==> config.mk <==
export PLATFORM = sky130hd
export DESIGN_NAME = lc3_mem_arbiter_flat
export DESIGN_NICKNAME = d
export VERILOG_FILES = /design/src/rtl/lc3_mem_arbiter_pkg.sv /design/src/rtl/lc3_mem_arbiter_if.sv /design/src/rtl/lc3_mem_arbiter_rr_pick.sv /design/src/rtl/lc3_mem_arbiter.sv /design/src/flat_wrapper.sv
export SDC_FILE = /design/constraint.sdc
export NUM_CORES = 1
export LEC_CHECK = 0
export ABC_AREA = 1
export CAP_MARGIN = 20
export CELL_PAD_IN_SITES_DETAIL_PLACEMENT = 0
export CELL_PAD_IN_SITES_GLOBAL_PLACEMENT = 2
export CORE_ASPECT_RATIO = 1.5
export CORE_UTILIZATION = 22
export DETAILED_ROUTE_END_ITERATION = 8
export GPL_TIMING_DRIVEN = 1
export PLACE_DENSITY_LB_ADDON = 0.1
export SYNTH_ARGS = -nofsm -noshare
export SYNTH_HDL_FRONTEND = slang
export SYNTH_HIERARCHICAL = 1
export SYNTH_SLANG_ARGS = --single-unit
==> constraint.sdc <==
create_clock -name clock -period 2.6 [get_ports clock]
set_input_delay 0.26 -clock clock [delete_from_list [all_inputs] [get_ports clock]]
set_output_delay 0.26 -clock clock [all_outputs]
set_load 0.02 [all_outputs]
==> src/rtl/lc3_mem_arbiter_pkg.sv <==
// Shared types and sizing helpers for the LC3 memory-port arbiter (lc3_mem_pkg).
// The states, the operation codes and the id-width function are used by the interface, the top and the picker.
package lc3_mem_pkg;

  typedef enum logic [1:0] {
    IDLE = 2'd0,
    BUSY = 2'd1,
    RESP = 2'd2
  } state_t;

  typedef enum logic {
    OP_RD = 1'b0,
    OP_WR = 1'b1
  } op_t;

  localparam int DEF_ADDR_W = 16;
  localparam int DEF_DATA_W = 16;

  // Index width for n items; a single item still needs one bit.
  function automatic int id_width(input int n);
    return (n <= 1) ? 1 : $clog2(n);
  endfunction

endpackage

==> src/rtl/lc3_mem_arbiter_if.sv <==
// Requester and memory-port bundle of the arbiter. The master modport is the arbiter view and the slave modport is the requester/memory view.
// Requests are levels held until req_done. Memory completion is a level that may stay high for several cycles.
interface lc3_mem_arbiter_if
  import lc3_mem_pkg::*;
#(
  parameter int NUM_REQ = 2,
  parameter int ADDR_W  = DEF_ADDR_W,
  parameter int DATA_W  = DEF_DATA_W,
  parameter int ID_W    = id_width(NUM_REQ)
);

  logic [NUM_REQ-1:0]        req_rd;
  logic [NUM_REQ-1:0]        req_wr;
  logic [NUM_REQ*ADDR_W-1:0] req_addr;
  logic [NUM_REQ*DATA_W-1:0] req_wdata;
  logic [NUM_REQ-1:0]        req_done;
  logic [NUM_REQ-1:0]        req_err;
  logic [DATA_W-1:0]         req_rdata;

  logic                      mem_rd;
  logic                      mem_wr;
  logic [ADDR_W-1:0]         mem_addr;
  logic [DATA_W-1:0]         mem_din;
  logic [DATA_W-1:0]         mem_dout;
  logic                      mem_complete;

  logic [ID_W-1:0]           grant_id;
  logic                      busy;

  modport master (
    input  req_rd, req_wr, req_addr, req_wdata, mem_dout, mem_complete,
    output req_done, req_err, req_rdata, mem_rd, mem_wr, mem_addr, mem_din,
           grant_id, busy
  );

  modport slave (
    output req_rd, req_wr, req_addr, req_wdata, mem_dout, mem_complete,
    input  req_done, req_err, req_rdata, mem_rd, mem_wr, mem_addr, mem_din,
           grant_id, busy
  );

endinterface

==> src/rtl/lc3_mem_arbiter_rr_pick.sv <==
// Combinational winner select over the request vector. It is zero-latency and applies no backpressure.
// With LC3_MEMARB_RR_EN the search starts at an owned rotating pointer; without it the lowest index wins.
module lc3_rr_pick
  import lc3_mem_pkg::*;
#(
  parameter int NUM_REQ = 2,
  parameter int ID_W    = id_width(NUM_REQ)
) (
`ifdef LC3_MEMARB_RR_EN
  input  logic               clock,
  input  logic               reset,
  input  logic               adv,
`endif
  input  logic [NUM_REQ-1:0] req,
  output logic               any,
  output logic [ID_W-1:0]    win
);

  logic found;

  assign any = |req;

`ifdef LC3_MEMARB_RR_EN
  logic [ID_W-1:0] ptr_q;

  // First pass covers the pointer and above, and the second pass wraps to the bottom.
  always_comb begin
    win   = '0;
    found = 1'b0;
    for (int i = 0; i < NUM_REQ; i++) begin
      if (!found && req[i] && (i >= int'(ptr_q))) begin
        found = 1'b1;
        win   = ID_W'(i);
      end
    end
    for (int i = 0; i < NUM_REQ; i++) begin
      if (!found && req[i]) begin
        found = 1'b1;
        win   = ID_W'(i);
      end
    end
  end

  always_ff @(posedge clock) begin
    if (!reset) begin
      ptr_q <= '0;
    end else if (adv) begin
      ptr_q <= ((int'(win) + 1) >= NUM_REQ) ? '0 : (win + ID_W'(1));
    end
  end
`else
  always_comb begin
    win   = '0;
    found = 1'b0;
    for (int i = 0; i < NUM_REQ; i++) begin
      if (!found && req[i]) begin
        found = 1'b1;
        win   = ID_W'(i);
      end
    end
  end
`endif

endmodule

==> src/rtl/lc3_mem_arbiter.sv <==
// Merges NUM_REQ requesters onto one rd/wr memory port with a watchdog; LC3_MEMARB_RR_EN selects round-robin, else fixed priority.
// The strobe rises 1 cycle after grant and req_done follows mem_complete by 1 cycle. Requesters hold their level until req_done.
module lc3_mem_arbiter
  import lc3_mem_pkg::*;
#(
  parameter int NUM_REQ     = 2,
  parameter int ADDR_W      = DEF_ADDR_W,
  parameter int DATA_W      = DEF_DATA_W,
  parameter int TIMEOUT_CYC = 255
) (
  input logic               clock,
  input logic               reset,
  lc3_mem_arbiter_if.master bus
);

  localparam int ID_W = id_width(NUM_REQ);
  localparam int WD_W = id_width(TIMEOUT_CYC + 1);

  state_t              state_q, state_n;
  op_t                 op_q, op_n;
  logic [ADDR_W-1:0]   addr_q, addr_n;
  logic [DATA_W-1:0]   wdata_q, wdata_n;
  logic [DATA_W-1:0]   rdata_q, rdata_n;
  logic [ID_W-1:0]     id_q, id_n;
  logic                err_q, err_n;
  logic [WD_W-1:0]     wd_q, wd_n;

  logic [NUM_REQ-1:0]  req_vec;
  logic [NUM_REQ-1:0]  done_vec;
  logic [ID_W-1:0]     win_id;
  logic                req_any;
  logic                grant;
  logic                wd_exp;

  assign req_vec = bus.req_rd | bus.req_wr;
  assign grant   = (state_q == IDLE) && req_any;
  assign wd_exp  = (TIMEOUT_CYC != 0) && (wd_q == WD_W'(TIMEOUT_CYC - 1));

  lc3_rr_pick #(
    .NUM_REQ (NUM_REQ),
    .ID_W    (ID_W)
  ) u_pick (
`ifdef LC3_MEMARB_RR_EN
    .clock   (clock),
    .reset   (reset),
    .adv     (grant),
`endif
    .req     (req_vec),
    .any     (req_any),
    .win     (win_id)
  );

  always_ff @(posedge clock) begin
    if (!reset) begin
      state_q <= IDLE;
      op_q    <= OP_RD;
      addr_q  <= '0;
      wdata_q <= '0;
      rdata_q <= '0;
      id_q    <= '0;
      err_q   <= 1'b0;
      wd_q    <= '0;
    end else begin
      state_q <= state_n;
      op_q    <= op_n;
      addr_q  <= addr_n;
      wdata_q <= wdata_n;
      rdata_q <= rdata_n;
      id_q    <= id_n;
      err_q   <= err_n;
      wd_q    <= wd_n;
    end
  end

  always_comb begin
    state_n = state_q;
    op_n    = op_q;
    addr_n  = addr_q;
    wdata_n = wdata_q;
    rdata_n = rdata_q;
    id_n    = id_q;
    err_n   = err_q;
    wd_n    = wd_q;
    case (state_q)
      IDLE: begin
        if (req_any) begin
          // Read wins when a requester raises both rd and wr.
          op_n    = bus.req_rd[win_id] ? OP_RD : OP_WR;
          addr_n  = bus.req_addr[int'(win_id)*ADDR_W +: ADDR_W];
          wdata_n = bus.req_wdata[int'(win_id)*DATA_W +: DATA_W];
          id_n    = win_id;
          err_n   = 1'b0;
          wd_n    = '0;
          state_n = BUSY;
        end
      end
      BUSY: begin
        wd_n = wd_q + WD_W'(1);
        if (bus.mem_complete) begin
          rdata_n = (op_q == OP_RD) ? bus.mem_dout : '0;
          err_n   = 1'b0;
          state_n = RESP;
        end else if (wd_exp) begin
          rdata_n = '0;
          err_n   = 1'b1;
          state_n = RESP;
        end
      end
      RESP: begin
        state_n = IDLE;
      end
      default: begin
        state_n = IDLE;
      end
    endcase
  end

  assign done_vec      = (state_q == RESP) ? (NUM_REQ'(1) << id_q) : '0;

  assign bus.req_done  = done_vec;
  assign bus.req_err   = err_q ? done_vec : '0;
  assign bus.req_rdata = (state_q == RESP) ? rdata_q : '0;
  assign bus.mem_rd    = (state_q == BUSY) && (op_q == OP_RD);
  assign bus.mem_wr    = (state_q == BUSY) && (op_q == OP_WR);
  assign bus.mem_addr  = addr_q;
  assign bus.mem_din   = wdata_q;
  assign bus.grant_id  = id_q;
  assign bus.busy      = (state_q != IDLE);

endmodule

==> src/flat_wrapper.sv <==
// flat-port wrapper written by rule: the top's interface ports become plain ports
module lc3_mem_arbiter_flat import lc3_mem_pkg::*;
#(
  parameter int NUM_REQ     = 2,
  parameter int ADDR_W      = DEF_ADDR_W,
  parameter int DATA_W      = DEF_DATA_W,
  parameter int TIMEOUT_CYC = 255
)
  (clock, reset, bus_req_rd, bus_req_wr, bus_req_addr, bus_req_wdata, bus_mem_dout, bus_mem_complete, bus_req_done, bus_req_err, bus_req_rdata, bus_mem_rd, bus_mem_wr, bus_mem_addr, bus_mem_din, bus_grant_id, bus_busy);
  lc3_mem_arbiter_if #(.NUM_REQ(NUM_REQ), .ADDR_W(ADDR_W), .DATA_W(DATA_W)) bus_i ();
  input logic clock;
  input logic reset;
  input wire logic [$bits(bus_i.req_rd)-1:0] bus_req_rd;
  input wire logic [$bits(bus_i.req_wr)-1:0] bus_req_wr;
  input wire logic [$bits(bus_i.req_addr)-1:0] bus_req_addr;
  input wire logic [$bits(bus_i.req_wdata)-1:0] bus_req_wdata;
  input wire logic [$bits(bus_i.mem_dout)-1:0] bus_mem_dout;
  input wire logic [$bits(bus_i.mem_complete)-1:0] bus_mem_complete;
  output wire logic [$bits(bus_i.req_done)-1:0] bus_req_done;
  output wire logic [$bits(bus_i.req_err)-1:0] bus_req_err;
  output wire logic [$bits(bus_i.req_rdata)-1:0] bus_req_rdata;
  output wire logic [$bits(bus_i.mem_rd)-1:0] bus_mem_rd;
  output wire logic [$bits(bus_i.mem_wr)-1:0] bus_mem_wr;
  output wire logic [$bits(bus_i.mem_addr)-1:0] bus_mem_addr;
  output wire logic [$bits(bus_i.mem_din)-1:0] bus_mem_din;
  output wire logic [$bits(bus_i.grant_id)-1:0] bus_grant_id;
  output wire logic [$bits(bus_i.busy)-1:0] bus_busy;
  assign bus_i.req_rd = bus_req_rd;
  assign bus_i.req_wr = bus_req_wr;
  assign bus_i.req_addr = bus_req_addr;
  assign bus_i.req_wdata = bus_req_wdata;
  assign bus_i.mem_dout = bus_mem_dout;
  assign bus_i.mem_complete = bus_mem_complete;
  assign bus_req_done = bus_i.req_done;
  assign bus_req_err = bus_i.req_err;
  assign bus_req_rdata = bus_i.req_rdata;
  assign bus_mem_rd = bus_i.mem_rd;
  assign bus_mem_wr = bus_i.mem_wr;
  assign bus_mem_addr = bus_i.mem_addr;
  assign bus_mem_din = bus_i.mem_din;
  assign bus_grant_id = bus_i.grant_id;
  assign bus_busy = bus_i.busy;
  lc3_mem_arbiter #(.NUM_REQ(NUM_REQ), .ADDR_W(ADDR_W), .DATA_W(DATA_W), .TIMEOUT_CYC(TIMEOUT_CYC)) u_core (.clock(clock), .reset(reset), .bus(bus_i));
endmodule
After elaboration in Yosys (flattened, before gate mapping). Cells that the tools add are included. W data, S select, Z words.

Add/subtract/negate cells: 1. Magnitude comparators: 1. Bitwise logic cells: 2. Divide/modulo/power cells: 0. Shifts and indexed selects: 3. Multipliers: 0. Muxes and demuxes: 21. Equality and inequality tests: 5. Reductions and logical operators: 14.

Operator list (count): $mux W16 (4); $shiftx A32 B6 Y16 (2); $pmux W8 S2 (1); $mux W2 (5); $add A8 B1 Y8 const B (1); $eq A8 B8 Y1 const B (1); $mux W1 (8); $mux W8 (1); $reduce_and A2 Y1 (4); $reduce_bool A2 Y1 (3); $pmux W2 S2 (1); $logic_and A1 B1 Y1 (3); $ne A3 B2 Y1 const B (1); $reduce_and A3 Y1 (1); $eq A2 B1 Y1 const B (1); $eq A2 B2 Y1 const B (1); $logic_not A2 Y1 (1); $lt A1 B2 Y1 const B (1); $ne A2 B1 Y1 const B (1); $or A2 B2 Y2 (1); $pmux W1 S2 (1); $reduce_or A2 Y1 (1); $shl A1 B1 Y2 const A (1); $logic_not A1 Y1 (1); $not A1 Y1 (1).

Memories: 0. Bits in latches: 0. ROM bits: 0. Memory bits (writable): 0. Output and inout port bits: 56. Register bits: 61. Word-level logic and storage cells: 55. Input bits: 87.

Logic depth before layout (Yosys ltp). Gate-level depths: netlist of the first run.

Word-level depth: 8. Gate-level depth with buffers: 10.

Cells and area by module. Netlist of the first run, hierarchy kept.

Modules (own cells, without submodules): lc3_mem_arbiter (cells an instance 489, instances 1, area each 3173.0 µm²); lc3_rr_pick (cells an instance 4, instances 1, area each 15.0 µm²).

Worst setup path after synthesis of the first run. No wires, ideal clock.

Path type: input to register. Start: input port bus_req_wr[0]. End: register u_core.addr_q[0] (netlist: u_core/bus.mem_addr[0]). Stages on the path: 8. Path slack: 1.150 ns. Data required time: 2.530 ns. Data arrival time: 1.380 ns. Cells stage by stage: or2_2 > nor2_1 > buf_2 > buf_2 > nand2_1 > o21ai_0 > nand2_1 > a21oi_1.

Longest elaborated chain between the ends: 6. Elaborated cells between the ends (all ways): 8. Classes of those cells: shift (1); mux (2); bitwise (1); reduce/logical (4).

RTL lines: from (decl) (line flat_wrapper.sv:14) `input wire logic [$bits(bus_i.req_wr)-1:0] bus_req_wr;`; $or A2 B2 Y2 (line lc3_mem_arbiter.sv:35) `assign req_vec = bus.req_rd | bus.req_wr;`; $mux W1 (line lc3_mem_arbiter_rr_pick.sv:56) `if (!found && req[i]) begin`; $logic_not A1 Y1 (line lc3_mem_arbiter_rr_pick.sv:56); $logic_and A1 B1 Y1 (line lc3_mem_arbiter_rr_pick.sv:56); $mux W1 (line lc3_mem_arbiter_rr_pick.sv:56); net u_core.win_id (line lc3_mem_arbiter.sv:30) `logic [ID_W-1:0] win_id;`; $shiftx A32 B6 Y16 (line lc3_mem_arbiter.sv:89) `addr_n = bus.req_addr[int'(win_id)*ADDR_W +: ADDR_W];`; to (signal assigned) (line lc3_mem_arbiter.sv:66) `addr_q <= addr_n;`; to (decl) (line lc3_mem_arbiter.sv:21) `logic [ADDR_W-1:0] addr_q, addr_n;`.

The timed path passes the listed nets, and every way through them passes these cells. A chain may end at the register's enable or synchronous reset.

Worst setup path after layout of the first run.
Start: register u_core.state_q[0]. End: output port bus_req_rdata[8].

Longest elaborated chain between the ends: 2.

RTL lines: from (decl) (line lc3_mem_arbiter.sv:19) `state_t state_q, state_n;`; from (signal assigned) (line lc3_mem_arbiter.sv:64) `state_q <= state_n;`; $eq A2 B2 Y1 (line lc3_mem_arbiter.sv:122) `assign bus.req_rdata = (state_q == RESP) ? rdata_q : '0;`; $mux W16 (line lc3_mem_arbiter.sv:122); to (decl) (line flat_wrapper.sv:21) `output wire logic [$bits(bus_i.req_rdata)-1:0] bus_req_rdata;`.

No other way between the ends.

==> results of run 1 <==
[worst max-delay path, cell delays in order (launching register included)]
cell             delay, ns
dfxtp_1               0.33
inv_2                 0.08
nand2_1               0.22
buf_4                 0.27
nor2_1                0.10
clkdlybuf4s50_1       0.61
[Yosys cell counts]
library cell and count:
nand2_1 139, inv_1 78, dfxtp_1 61, nor2_1 50, a21oi_1 39, o21ai_0 39
nand4_1 16, buf_2 13, clkbuf_1 12, nand3_1 10, nand3_2 9, inv_2 3
or2_2 3, buf_6 2, ha_1 2, nand2_2 2, nand2_8 2, nor2_2 2
nor3_1 2, a21oi_4 1, a31oi_1 1, buf_1 1, buf_4 1, clkinv_1 1
inv_4 1, nand2_4 1, nor2_4 1, o21ai_1 1
[per-layer routing]
layer	vias up	track usage, %	part of all wire (%)
li1	1776	-	-
met1	1444	13.9	41
met2	91	23.5	49
met3	6	5.46	8.6
met4	0	4.35	1.2
met5	-	0	0
[logic make-up after synthesis]
| kind of cell | count (synthesis) | synth area share (%) |
|---|---|---|
| AND/OR/NAND/NOR | 237 | 33.4 |
| adder cells (fa/ha/maj) | 2 | 0.785 |
| buffers and inverters | 112 | 14.4 |
| AO/OA/AOI/OAI | 81 | 13.1 |
| flip-flops | 61 | 38.3 |
[area by class of cell]
type	instances	area share (%)
flip-flops and latches	61	24.1
inverters	83	6.21
well taps	192	4.75
clock inverters	4	0.940
clock buffers	12	4.87
repair buffers	148	29.1
multi-input cells	320	30.0
[per-stage QoR]
step / power [uW] / area [sq um]
after floorplan: 1420 / 3190
after global placement: 1760 / 4770
after detailed placement: 1760 / 4770
after CTS: 2980 / 5060
after global routing: 3090 / 5060
final: 2920 / 5060
[layout by cell type, fill, tap and decap left out]
cell type	instances
clkdlybuf4s50_1	141
nand2_1	139
inv_1	78
dfxtp_1	61
nor2_1	49
a21oi_1	39
o21ai_0	39
nand4_1	16
nand3_1	10
clkbuf_16	9
nand3_2	9
buf_4	5
inv_2	3
or2_2	3
clkbuf_1	2
clkinv_2	2
nor3_1	2
nand2_2	2
nor2_4	2
nor2_2	2
nand2_8	2
ha_1	2
clkinvlp_4	1
clkbuf_8	1
bufinv_16	1
buf_2	1
nand2_4	1
inv_4	1
a31oi_1	1
o21ai_1	1
clkinv_1	1
a21oi_4	1
buf_12	1
[path summary, 6_finish.rpt]
| kind | start | endpoint | depth (start not counted) | slack [ns] |
|---|---|---|---|---|
| worst max-delay path | u_core/state_q[0] | bus_req_rdata[8] | 5 | 0.41 |
| worst min-delay path | reset | u_core/wd_q[5] | 3 | 0.43 |
| worst max register to register | u_core/wd_q[0] | u_core/rdata_q[12] | 9 | 1.21 |
| worst min register to register | u_core/rdata_q[8] | u_core/rdata_q[8] | 2 | 0.46 |
[registers in the layout, summed over array words and instances, names as in the netlist]
register	cells
u_core/bus.mem_addr	16
u_core/bus.mem_din	16
u_core/rdata_q	16
u_core/wd_q	8
u_core/state_q	2
u_core/bus.grant_id	1
u_core/err_q	1
u_core/op_q	1
[power by group]
group / switching (uW) / internal (uW)
combinational: 370 / 312
clock: 426 / 765
sequential: 41.3 / 1010
total: 838 / 2080
==> impl_metrics.json, run 1 <==
{
  "setup_total_negative_slack_ns": 0,
  "period_needed_ns": 2.19,
  "multi_input_comb_area_sq_mm": 0.00152,
  "syn-num-nets": 582,
  "final_nets": 712,
  "run_status": "finished clean",
  "synth_top_cell_area_share_pct": 38.3,
  "peakVddDrop_mv": 0.233,
  "floorplan.initialDensity_pct": 22.7,
  "clk-insertion-delay-late_ns": 0.32,
  "die-area_sq_mm": 0.0150,
  "cp_data_arrival_time_ns": 1.93,
  "setup_viol_count_final": 0,
  "cts_root_buffer": "clkbuf_16",
  "n_fill_cell": 1571,
  "antenna_found_initial": 0,
  "place.gp.congestion": 0.739,
  "grt_pass1_vias": 3200,
  "cts_buffers": 9,
  "gr-usage-all-layers_pct": 13.2,
  "dpl_worst_slack_ns": 0.513,
  "largest_net_degree_at_the_start_of_global_routing": 42,
  "dp.final_hpwl_um": 7060,
  "leakagePower_uw": 0.00210,
  "layout.core_utilization_pct": 36.0,
  "clock_path_buffers": 2,
  "fp.dieW_um": 100,
  "drv_slew": 0,
  "rsz_0062_raised_after_global_routing": "false",
  "grt_first_pass_wirelength_um": 15400,
  "synthesis.instances": 493,
  "sequential_cell_area_sq_mm": 0.00122,
  "number_of_diodes": 0,
  "routed_wire_length_per_instance_um": 11.9,
  "ctsHoldBuffers": 0,
  "worst_setup_hold_path_clk_slew_ns": 0.05,
  "post_synth.cell_area_avg_sq_um": 6.47,
  "worst_slack_ns": 0.407,
  "drtAntennaViolNets": 0,
  "main_area_contributors_after_synthesis": "dfxtp_1, nand2_1, inv_1",
  "post-synth-top-area-cell": "dfxtp_1",
  "maxCapViolations": 0,
  "synth_seq_cells": 61,
  "cts_post_setup_buffers_inserted": 0,
  "core_area_sq_mm": 0.0141,
  "drive_above_1_share_pct": 7.48,
  "cts.sink_count": 61,
  "buffer_ports.inserted": 142,
  "ys.warnings.count": 6,
  "seq_area_frac_synth_pct": 38.3,
  "grt-ovfl-total": 0,
  "worst-endpoint-required_ns": 2.34,
  "drt_iter0_drc": 88,
  "hold_path_class": "primary input to flip-flop",
  "final-hold-violation-count": 0,
  "drt_first_pass_iters": 6,
  "finalWirelength_um": 9730,
  "design.portCount": 143,
  "worst-setup-path-type": "flip-flop to output pin",
  "placedCellCount": 804,
  "ctsHtreeMaxLevel": 3,
  "viasPerCell": 4.05,
  "worst_slew_pin_slew_ns": 0.591,
  "crit_path_max_fanout": 11,
  "dr_total_vias": 3317,
  "area.growth.synth_to_final_pct": 58.7,
  "floorplan_die_height_um": 149,
  "drcViolationCount": 0,
  "rows": 53,
  "timing.critical_path.from_type": "flip-flop",
  "post_synth_num_cell_types": 28,
  "tritoncts_clock_tree": "done",
  "timing.hold.ws_ns": 0.427,
  "fmaxAchievable_mhz": 456,
  "cellPowerDensity_mw_per_mm2": 577,
  "share_of_the_cycle_needed_by_the_critical_path_after_routing_pct": 84.3,
  "syn_area_sq_mm": 0.00319,
  "post_cts_resized": 0,
  "slew_headroom_pct": 60.5,
  "non_filler_instance_count_after_layout": 820,
  "skew_ns": 0.00540,
  "category_of_the_worst_setup_path_capture_point": "output pin"
}
(Power assumes the default switching activity.)
==> inputs of run 2 (changes only) <==
CORE_UTILIZATION = 21   (was 22)
clock period = 2.2 ns   (was 2.6 ns; I/O delays follow)
==> run 2 against run 1 <==
Compared with the run above: wire length rose by 1.6%; design area rose by 2.1%; total power rose by 27%; non-clock buffer count rose by 1; sequential power rose by 18%; clock skew rose by 0.00080 ns; clock power rose by 39%; via count rose by 0.90%; worst hold slack got worse by 0.041 ns; worst setup slack got worse by 0.21 ns; critical path depth did not move; register-to-register slack got worse by 0.40 ns; largest cell class unchanged; largest power group unchanged.
==> impl_metrics.json, run 2 (synthesis results as in run 1) <==
{
  "run_status": "finished clean",
  "p_sw_uw": 1010,
  "routed_wire_length_per_instance_um": 12.0,
  "final_nets": 713,
  "worst-endpoint-required_ns": 1.98,
  "fmaxAchievable_mhz": 499,
  "worst-setup-path-type": "flip-flop to output pin",
  "swShare_pct": 27.1,
  "worst_slack_ns": 0.195,
  "busiest_layer": "met2",
  "grt_pass1_vias": 3241,
  "drt_first_pass_iters": 4,
  "period_needed_ns": 2.00,
  "met3_usage_pct": 4.98,
  "design.portCount": 143,
  "hold_path_class": "primary input to flip-flop",
  "drt_iter0_drc": 75,
  "leakagePower_uw": 0.00214,
  "final-hold-violation-count": 0,
  "mostFrequentLayoutCells": "clkdlybuf4s50_1, nand2_1, inv_1",
  "antenna_found_initial": 0,
  "gr-usage-all-layers_pct": 13.3,
  "drive_above_1_share_pct": 8.11,
  "cp_cell_sequence": "inv_2 > nand2_2 > buf_4 > nor2_1 > clkdlybuf4s50_1",
  "viasPerCell": 4.05,
  "largest_stage_delay_worst_path_ns": 0.61,
  "cts_root_buffer": "clkbuf_16",
  "grt_first_pass_wirelength_um": 16100,
  "dpl_worst_slack_ns": 0.252,
  "power.share.combinational_pct": 22.3,
  "drv_slew": 0,
  "largest_net_degree_at_the_start_of_global_routing": 66,
  "dp.final_hpwl_um": 7330,
  "tritoncts_clock_tree": "done",
  "p_int_uw": 2710,
  "share_of_the_cycle_needed_by_the_critical_path_after_routing_pct": 91.1,
  "category_of_the_worst_setup_path_capture_point": "output pin",
  "area.growth.synth_to_final_pct": 62.0,
  "clk-insertion-delay-late_ns": 0.33,
  "grt-ovfl-total": 0,
  "globalRouteMet2Util_pct": 23.1,
  "die-area_sq_mm": 0.0157,
  "placedCellCount": 809,
  "post_cts_resized": 0,
  "most_frequent_standard_cell_in_the_layout_excluding_fill_and_tap_cells": "clkdlybuf4s50_1",
  "finalWirelength_um": 9880,
  "ctsHtreeMaxLevel": 3,
  "skew_ns": 0.00620,
  "setup_viol_count_final": 0,
  "cts.sink_count": 61,
  "worst_setup_hold_path_clk_slew_ns": 0.06,
  "place.gp.congestion": 0.705,
  "peakVddDrop_mv": 0.276,
  "floorplan.initialDensity_pct": 21.7,
  "setup_total_negative_slack_ns": 0,
  "cts_buffers": 9,
  "cts_post_setup_buffers_inserted": 0,
  "maxCapViolations": 0,
  "floorplan_die_height_um": 153,
  "drtAntennaViolNets": 0,
  "drcViolationCount": 0,
  "dr_total_vias": 3347,
  "layout.core_utilization_pct": 35.2,
  "slew_headroom_pct": 61.8,
  "pwr-share-clk_pct": 44.4,
  "core_area_sq_mm": 0.0147,
  "n_fill_cell": 1625,
  "rsz_0062_raised_after_global_routing": "false",
  "clock_path_buffers": 2,
  "worst_slew_pin_slew_ns": 0.571,
  "fp.dieW_um": 103,
  "power_frac_seq_pct": 33.4,
  "timing.critical_path.from_type": "flip-flop",
  "crit_path_top_delay_cell": "clkdlybuf4s50_1",
  "non_filler_instance_count_after_layout": 826,
  "buffer_ports.inserted": 142,
  "cellPowerDensity_mw_per_mm2": 719,
  "grtUsageMet1_pct": 14.5,
  "crit_path_max_fanout": 11,
  "ctsHoldBuffers": 0,
  "rows": 54,
  "cp_data_arrival_time_ns": 1.78
}
[run 2: cell count changes in the layout (fill, tap and decap cells not counted)]
| cell | before | now |
|---|---|---|
| buf_16 | 0 | 1 |
| buf_12 | 1 | 2 |
| buf_4 | 5 | 4 |
| clkinv_2 | 2 | 1 |
| clkbuf_1 | 2 | 0 |
| clkinvlp_4 | 1 | 2 |
| diode_2 | 0 | 1 |
| nand2_1 | 139 | 138 |
| bufinv_16 | 1 | 3 |
| nand2_2 | 2 | 3 |
[run 2: power groups by stage]
stage,logic [uW],clock network (uW),registers [uW]
after detailed placement,845,0,1260
final,827,1650,1240
after global placement,843,0,1260
after floorplan,348,0,1330
after CTS,848,1700,1240
after global routing,917,1760,1250
[run 2: area by class of cell]
type	count	area, sq um	area share (%)
multi-input combinational	320	1520	29.4
sequential	61	1220	23.6
timing repair buffer	149	1510	29.3
tap	196	245	4.75
clock buffer	10	239	4.63
clock inverter	6	110	2.13
inverter	83	314	6.08
antenna	1	2.50	0.0484
[run 2: worst max-delay path, delay by kind of cell (launching register included)]
kind | cells | cell delay, ns
buffers and inverters | 3 | 0.91
flip-flops | 1 | 0.32
AND/OR/NAND/NOR | 2 | 0.24
[run 2: per-stage QoR]
step	hold WS (ns)	area, sq um	power, uW
2_1_floorplan	0.438	3190	1680
3_3_place_gp	0.449	4780	2100
3_5_place_dp	0.452	4810	2110
4_1_cts	0.387	5160	3790
5_1_grt	0.397	5160	3930
6_report	0.385	5160	3710
[run 2: path summary, 6_finish.rpt]
path	to	cells after the start	slack (ns)	from
max	bus_req_rdata[9]	5	0.20	u_core/state_q[0]
min	u_core/state_q[1]	3	0.39	reset
max reg2reg	u_core/rdata_q[9]	8	0.81	u_core/wd_q[1]
min reg2reg	u_core/rdata_q[2]	2	0.46	u_core/rdata_q[2]
[run 2: per-layer routing]
metal  vias up  routed length (um)
met5         -                   0
met4         0                 112
met3         6                 676
met2        92                5070
met1      1467                4010
li1       1782                   -
==> inputs of run 3 (changes only) <==
==> constraint.sdc (replaced) <==
create_clock -name clock -period 2.2 [get_ports clock]
set_input_delay 0.22 -clock clock [delete_from_list [all_inputs] [get_ports clock]]
set_output_delay 0.22 -clock clock [all_outputs]
set_load 0.01 [all_outputs]
==> results of run 3 <==
Same layout as run 2 (identical final DEF). Status: finished clean.
Main changes from that run: setup slack after layout 0.195 ns -> 0.263 ns; total power 3710 uW -> 3660 uW; worst IR drop on VDD 0.276 mV -> 0.274 mV
